<file path="config.mk">
export PLATFORM = sky130hd
export DESIGN_NAME = ahb_sram_bridge
export DESIGN_NICKNAME = d
export VERILOG_FILES = /design/src/rtl/ahb_sram_bridge.sv
export SDC_FILE = /design/constraint.sdc
export NUM_CORES = 1
export LEC_CHECK = 0
export ABC_AREA = 1
export CAP_MARGIN = 0
export CORE_MARGIN = 2
export CORE_UTILIZATION = 38
export DETAILED_ROUTE_END_ITERATION = 16
export PLACE_DENSITY = 0.86
export RECOVER_POWER = 25
export SYNTH_ARGS = -nofsm -noshare
export SYNTH_HDL_FRONTEND = slang
export SYNTH_SLANG_ARGS = --single-unit
</file>
<file path="constraint.sdc">
create_clock -name ahb_clock -period 3 [get_ports ahb_clock]
set_input_delay 0.75 -clock ahb_clock [delete_from_list [all_inputs] [get_ports ahb_clock]]
set_output_delay 0.75 -clock ahb_clock [all_outputs]
set_load 0.02 [all_outputs]
</file>
<file path="src/rtl/ahb_sram_bridge.sv">
// AHB-Lite slave bridging one AHB port to a synchronous single-port SRAM.
// Writes complete with zero wait states. Reads stall for RAM_LATENCY+1 cycles and then
// complete. Illegal transfers get a two-cycle ERROR response.
//
// Ports:
//   ahb_clock, reset       bus/RAM clock, asynchronous active-high reset
//   ahb_hsel .. ahb_hready AHB-Lite address/data phase inputs
//   ahb_hreadyout          slave ready
//   ahb_hresp              0 = OKAY, 1 = ERROR
//   ahb_hrdata             registered read data
//   ram_addr               registered RAM word address
//   ram_byteena            registered byte lane enables
//   ram_data               RAM write data (pass-through of ahb_hwdata)
//   ram_wren, ram_rden     one-cycle RAM strobes
//   ram_q                  RAM read data
module ahb_sram_bridge #(
   parameter int unsigned ADDR_BITS   = 16,
   parameter int unsigned DATA_BITS   = 32,
   parameter int unsigned RAM_LATENCY = 1,
   parameter int unsigned RAM_WORDS   = 2 ** (ADDR_BITS - $clog2(DATA_BITS / 8))
) (
   input  logic                                   ahb_clock,
   input  logic                                   reset,
   input  logic                                   ahb_hsel,
   input  logic [1:0]                             ahb_htrans,
   input  logic [2:0]                             ahb_hsize,
   input  logic [31:0]                            ahb_haddr,
   input  logic                                   ahb_hwrite,
   input  logic [DATA_BITS-1:0]                   ahb_hwdata,
   input  logic                                   ahb_hready,
   output logic                                   ahb_hreadyout,
   output logic                                   ahb_hresp,
   output logic [DATA_BITS-1:0]                   ahb_hrdata,
   output logic [ADDR_BITS-$clog2(DATA_BITS/8)-1:0] ram_addr,
   output logic [DATA_BITS/8-1:0]                 ram_byteena,
   output logic [DATA_BITS-1:0]                   ram_data,
   output logic                                   ram_wren,
   output logic                                   ram_rden,
   input  logic [DATA_BITS-1:0]                   ram_q
);

   localparam int unsigned BE = DATA_BITS / 8;
   localparam int unsigned LB = $clog2(BE);
   localparam int unsigned IW = ADDR_BITS - LB;

   typedef enum logic [2:0] {StIdle, StWrite, StRdWait, StRdDone, StErr1, StErr2} state_e;

   state_e        state_q, state_d, accept_state;
   logic [2:0]    cnt_q;
   logic          accept, take, rd_last;
   logic          size_err, align_err, range_err, xfer_err;
   logic [BE-1:0] lane_mask;
   logic [31:0]   off, nbytes;
   logic          unused_haddr;

   assign unused_haddr = ^ahb_haddr[31:ADDR_BITS];
   assign ram_data     = ahb_hwdata;

   assign accept = ahb_hsel & ahb_htrans[1] & ahb_hready;
   // hreadyout is high exactly in the states that may start a new transfer.
   assign take    = accept & ahb_hreadyout;
   assign rd_last = (cnt_q == 3'(RAM_LATENCY));

   // Address-phase decode: lane mask and legality checks.
   always_comb begin
      off       = 32'(ahb_haddr[LB-1:0]);
      nbytes    = 32'd1 << ahb_hsize;
      size_err  = ahb_hsize > 3'(LB);
      align_err = 1'b0;
      for (int unsigned i = 0; i < LB; i++) begin
         if (ahb_haddr[i] && (i < 32'(ahb_hsize))) align_err = 1'b1;
      end
      lane_mask = '0;
      for (int unsigned i = 0; i < BE; i++) begin
         lane_mask[i] = (i >= off) && (i < off + nbytes);
      end
   end

   // The range check only exists when the RAM is smaller than the decoded window.
   if (RAM_WORDS < (2 ** IW)) begin : g_range
      assign range_err = 32'(ahb_haddr[ADDR_BITS-1:LB]) >= RAM_WORDS;
   end else begin : g_full
      assign range_err = 1'b0;
   end

   assign xfer_err     = size_err | align_err | range_err;
   assign accept_state = xfer_err ? StErr1 : (ahb_hwrite ? StWrite : StRdWait);

   // State register
   always_ff @(posedge ahb_clock or posedge reset) begin
      if (reset) state_q <= StIdle;
      else       state_q <= state_d;
   end

   // Next-state logic
   always_comb begin
      state_d = state_q;
      unique case (state_q)
         StIdle, StWrite, StRdDone, StErr2: state_d = take ? accept_state : StIdle;
         StRdWait: if (rd_last) state_d = StRdDone;
         StErr1:   state_d = StErr2;
         default:  state_d = StIdle;
      endcase
   end

   // Output logic
   always_comb begin
      ahb_hreadyout = 1'b1;
      ahb_hresp     = 1'b0;
      ram_wren      = 1'b0;
      ram_rden      = 1'b0;
      unique case (state_q)
         StWrite:  ram_wren = 1'b1;
         StRdWait: begin
            ahb_hreadyout = 1'b0;
            ram_rden      = (cnt_q == 3'd0);
         end
         StErr1: begin
            ahb_hreadyout = 1'b0;
            ahb_hresp     = 1'b1;
         end
         StErr2:  ahb_hresp = 1'b1;
         default: ;
      endcase
   end

   // Datapath registers
   always_ff @(posedge ahb_clock or posedge reset) begin
      if (reset) begin
         cnt_q       <= 3'd0;
         ram_addr    <= '0;
         ram_byteena <= '0;
         ahb_hrdata  <= '0;
      end else begin
         cnt_q <= (state_q == StRdWait) ? cnt_q + 3'd1 : 3'd0;
         if (take) begin
            ram_addr    <= ahb_haddr[ADDR_BITS-1:LB];
            ram_byteena <= xfer_err ? '0 : lane_mask;
         end
         if ((state_q == StRdWait) && rd_last) ahb_hrdata <= ram_q;
      end
   end

endmodule

</file>
Word level (Yosys, flattened, before mapping) --
Index checks and enable logic that the tools add are counted.
Cells by class: add/sub/neg operators 2, magnitude comparators 10, equal/unequal tests 7, shift operators 1, muxes and demuxes 13, bitwise logic cells 4, reductions and logical operators 11
Operators by type and width (count):
- less-than comparator 1 x 32 -> 1 bit (first input constant) | 2
- less-than comparator 2 x 32 -> 1 bit (first input constant) | 2
- adder 2 x 32 -> 32 bit | 1
- left shift 1 x 3 -> 32 bit (first input constant) | 1
- two-way mux 3 bit | 4
- case mux 3 bit (3 select lines) | 1
- equality test 3 x 1 -> 1 bit (second input constant) | 2
- equality test 3 x 2 -> 1 bit (second input constant) | 2
- equality test 3 bit (second input constant) | 2
- logical AND 1 bit | 6
- zero test 3 bit | 2
- less-than comparator 1 x 3 -> 1 bit (first input constant) | 2
- two-way mux 1 bit | 6
- greater-or-equal comparator 1 x 2 -> 1 bit (first input constant) | 2
- two-way mux 4 bit | 1
- OR reduction 2 bit | 2
- OR reduction 4 bit | 1
- adder 3 x 1 -> 3 bit (second input constant) | 1
- AND 1 bit | 3
- greater-than comparator 3 x 2 -> 1 bit (second input constant) | 1
- greater-or-equal comparator 2 bit (first input constant) | 1
- two-way mux 2 bit | 1
- inequality test 2 bit (second input constant) | 1
- OR 1 bit | 1
Word-level totals: register bits 56, bits of input ports 106, output and inout port bits 86, logic and storage cells 53

Logic depth before layout (Yosys ltp) --
depth after elaboration 8, gate-level depth with buffers 11, depth with buffers taken out 11

Worst setup path before layout --
OpenSTA, ideal clock, no wires.
path type input to register, start point in ahb_hsize[2], end point reg ram_byteena[1], library setup time 0.122 ns, arrival 2.080 ns, required time 2.878 ns, setup slack 0.798 ns, stages 10, buffers on the path 0, cells stage by stage inv_1 -> nand2_1 -> nor2_1 -> ha_1 -> inv_1 -> fa_1 -> o21ai_0 -> nand3_1 -> nor2_1 -> o21ai_1
Between the ends: word-level cells in the longest chain between the ends 6, elaborated cells between the ends (all ways) 13, those cells by class add/sub (1); order compare (4); shift (1); mux (3); bitwise (1); reduce/logical (3)
RTL lines:
- start, declared | RTL line 26 | input logic [2:0] ahb_hsize,
- branches (longest 5 deep; another with adder 2 x 32 -> 32 bit)
- two-way mux 4 bit * | RTL line 138 | ram_byteena <= xfer_err ? '0 : lane_mask;
- end signal, assigned | RTL line 138
- end, declared | RTL line 35 | output logic [DATA_BITS/8-1:0] ram_byteena,
Every way passes the cells marked *. A chain may end at the register's enable or synchronous reset.

Worst setup path after layout --
start point reg state_q[1], end point out ahb_hresp
Between the ends: word-level cells in the longest chain between the ends 3, elaborated cells between the ends (all ways) 4, those cells by class eq/ne (2); mux (1); reduce/logical (1)
RTL lines:
- start, declared | RTL line 48 | state_e state_q, state_d, accept_state;
- start signal, assigned | RTL line 91 | if (reset) state_q <= StIdle;
- start signal, assigned | RTL line 92 | else state_q <= state_d;
- equality test 3 bit | RTL line 112 | unique case (state_q)
- OR reduction 2 bit (no line) *
- two-way mux 1 bit * | RTL line 112
- end, declared | RTL line 32 | output logic ahb_hresp,
Mark *: on every way between the ends. The rest lies on a longest branch, timed or not.

==> impl_metrics.yaml <==
finish:
  n_antenna_cell: 0
  area_growth_pct: 36.9
  final_nets: 452
  seqCellArea_mm2: 0.00140
  n_fill_cell: 608
  final_cells: 440
  postLayoutCoreUtil_pct: 53.4
  final_common_cell: "clkdlybuf4s50_1"
  drive_above_1_share_pct: 14.1
  multiInputGateArea_mm2: 0.00103
  layout_common_cells: "109 x clkdlybuf4s50_1, 64 x nand2_1, 56 x dfrtp_1"
route:
  drt-met1-wl_mm: 2.62
  wl_met2_mm: 2.82
  dr_total_vias: 1967
  drtIter0Drc: 23
  drc: 0
  met3_length_um: 420
  routed_wl_mm: 6.03
  postRouteAntennaNets: 0
  viasPerCell: 4.47
  routedWlPerCell_um: 13.7
  first_pass_iters: 4
  top_layer: "met4"
setup_path:
  crit_path_start: "state_q[1]$_DFFE_PP0P_"
  crit_path_cell_trace: "or2_2 > o21ai_0 > clkdlybuf4s50_1"
  crit_required_ns: 2.25
  critPathSlowestCell: "clkdlybuf4s50_1"
  worstSetupEndpointType: "primary output"
  cp-start-kind: "flip-flop"
  rr_startpoint: "cnt_q[1]$_DFF_PP0_"
  critPathKind: "flip-flop to primary output"
  worstPathMaxFanout: 4
  cpPeakStageDelay_ns: 0.65
  worst-endpoint-arrival_ns: 1.95
sta:
  holdWs_ns: 0.477
  rsz0062_at_grt: "false"
  maxSlewHeadroom_pct: 27.8
  final_max_slew_viol_count: 0
  post-route-min-period_ns: 2.70
  clock.fmax_mhz: 370
  worst_pin_slew_ns: 1.08
  timing.final.hold_violations: 0
  tns_ns: 0
  finalSetupViolCount: 0
  fin_crit_sh_pct: 90.1
  clock-skew-final_ns: 0.00738
power:
  power.density_mw_per_mm2: 545
  max-vdd-ir-drop_mv: 0.365
  p_leak_nw: 1.84
synth:
  synth.avg_cell_area_um2: 10.9
  synth_top_cells_by_area: "dfrtp_1 50%, mux2_4 16%, buf_4 8.8%, nand2_1 8.6%, inv_1 2.3%"
  yosysWarningCount: 0
  yosys.area.top_type_share_pct: 50.0
  synth-seq-cells: 56
  synth_top_area_cell: "dfrtp_1"
  yosysSeqAreaShare_pct: 50.0
  synthCells: 258
  ys_types: 24
  synthesis.area_mm2: 0.00280
  syn_nets: 370
placed_design:
  io_buffers: 110
  gp_congestion: 0.848
  hpwl_mm: 4.64
  dp_cells: 432
min_path:
  min_from: "ram_addr[12]$_DFFE_PP0P_"
  hp-class: "flip-flop to flip-flop"
floorplan:
  die-area_mm2: 0.00807
  ios: 192
  start_util_pct: 39.0
  die_h_um: 89.8
  fp-row-count: 31
  core_mm2: 0.00718
  chipWidth_um: 89.8
clock_tree:
  cts_buffers: 5
  cts_sinks: 56
  cts_setup_buffers: 0
  clockBufferDepth: 2
  h-tree-depth: 2
  cts_tree: "done"
  ctsResizeCount: 0
  insertion_delay_ns: 0.30
  clkTransAtPathRegs_ns: 0.10
  ctsRootBufferMaster: "clkbuf_8"
  cts_hold_buf: 0
grt:
  antenna_found_initial: 0
  grt_usage_pct: 15.7
  gr-total-overflow: 0
  grt_max_degree: 33
  grt_pass1_vias: 2078
  grt_pass1_wl_mm: 10.3
flow_run:
  maxCapViolCount: 0
outcome:
  status: "completed"
-- synthesized netlist by cell type --
| cell type | count |
|---|---|
| nand2_1 | 64 |
| mux2_4 | 30 |
| nand2_2 | 1 |
| nand4_1 | 2 |
| a21oi_1 | 3 |
| nand3_1 | 7 |
| and2_1 | 1 |
| mux2_2 | 2 |
| buf_4 | 33 |
| nor2_1 | 15 |
| o21ai_0 | 6 |
| or2_2 | 2 |
| inv_1 | 17 |
| nand3_4 | 1 |
| nor2_4 | 1 |
| ha_1 | 5 |
| nand2_4 | 1 |
| inv_2 | 3 |
| xnor2_1 | 1 |
| o21ai_1 | 1 |
| a21boi_0 | 1 |
| fa_1 | 1 |
| dfrtp_1 | 56 |
| buf_6 | 4 |
-- path summary, 6_finish.rpt --
check	to	slack, ns	depth (start not counted)
max	ahb_hresp	0.30	3
min in group asynchronous	ahb_hrdata[20]$_DFFE_PP0P_	1.15	2
max reg2reg	ahb_hrdata[29]$_DFFE_PP0P_	1.19	6
max in group asynchronous	ahb_hrdata[25]$_DFFE_PP0P_	0.96	3
min reg2reg	ram_addr[12]$_DFFE_PP0P_	0.48	2
min	ram_addr[12]$_DFFE_PP0P_	0.48	2
-- routing by layer --
layer  GRT usage, %  vias up
met5              0        -
met4           5.90        0
met3           4.61       23
met2           25.9       86
met1           19.5      911
li1               -      947
-- cell families after synthesis --
| group | after synthesis | share of synthesized area [%] |
|---|---|---|
| adders and majority gates | 6 | 2.95 |
| muxes | 32 | 16.9 |
| and+or+nand+nor | 95 | 14.6 |
| AOI/OAI and AO/OA | 11 | 2.06 |
| xor gates and xnor gates | 1 | 0.313 |
| DFF | 56 | 50.0 |
| buffers and inverters | 57 | 13.1 |
-- registers in the layout, indices dropped and copies added, names as in the netlist --
signal       flops
state_q          3
ram_byteena      4
cnt_q            3
ram_addr        14
ahb_hrdata      32
-- power breakdown --
part           switching (mW)  leakage (nW)  internal, mW  total [mW]
combinational           0.377          1.12         0.369       0.746
sequential             0.0642         0.684         0.873       0.937
clock                   0.238        0.0414         0.167       0.405
-- final cells by class --
class                           instances  share of cell area (%)
Clock buffer                            6                    1.89
Timing Repair Buffer                  112                    29.0
Clock inverter                          2                   0.424
Tap cell                               99                    3.23
Sequential cell                        56                    36.6
Inverter                               20                    1.96
Multi-Input combinational cell        145                    26.9
-- stage by stage --
step / cell area [um2] / power [mW] / setup slack (ns)
after floorplan: 2800 / 1.38 / 0.798
after global placement: 3750 / 1.69 / 0.178
after detailed placement: 3750 / 1.71 / 0.0671
after CTS: 3840 / 2.12 / 0.297
after global routing: 3830 / 2.22 / 0.174
final: 3830 / 2.09 / 0.298
-- worst max-delay path, delay by kind of cell (launching register included) --
| family | cells | cell delay (ns) |
|---|---|---|
| flops | 1 | 0.44 |
| simple gates | 1 | 0.33 |
| compound gates | 1 | 0.22 |
| buf+inv | 1 | 0.65 |
(Power assumes the default switching activity.)
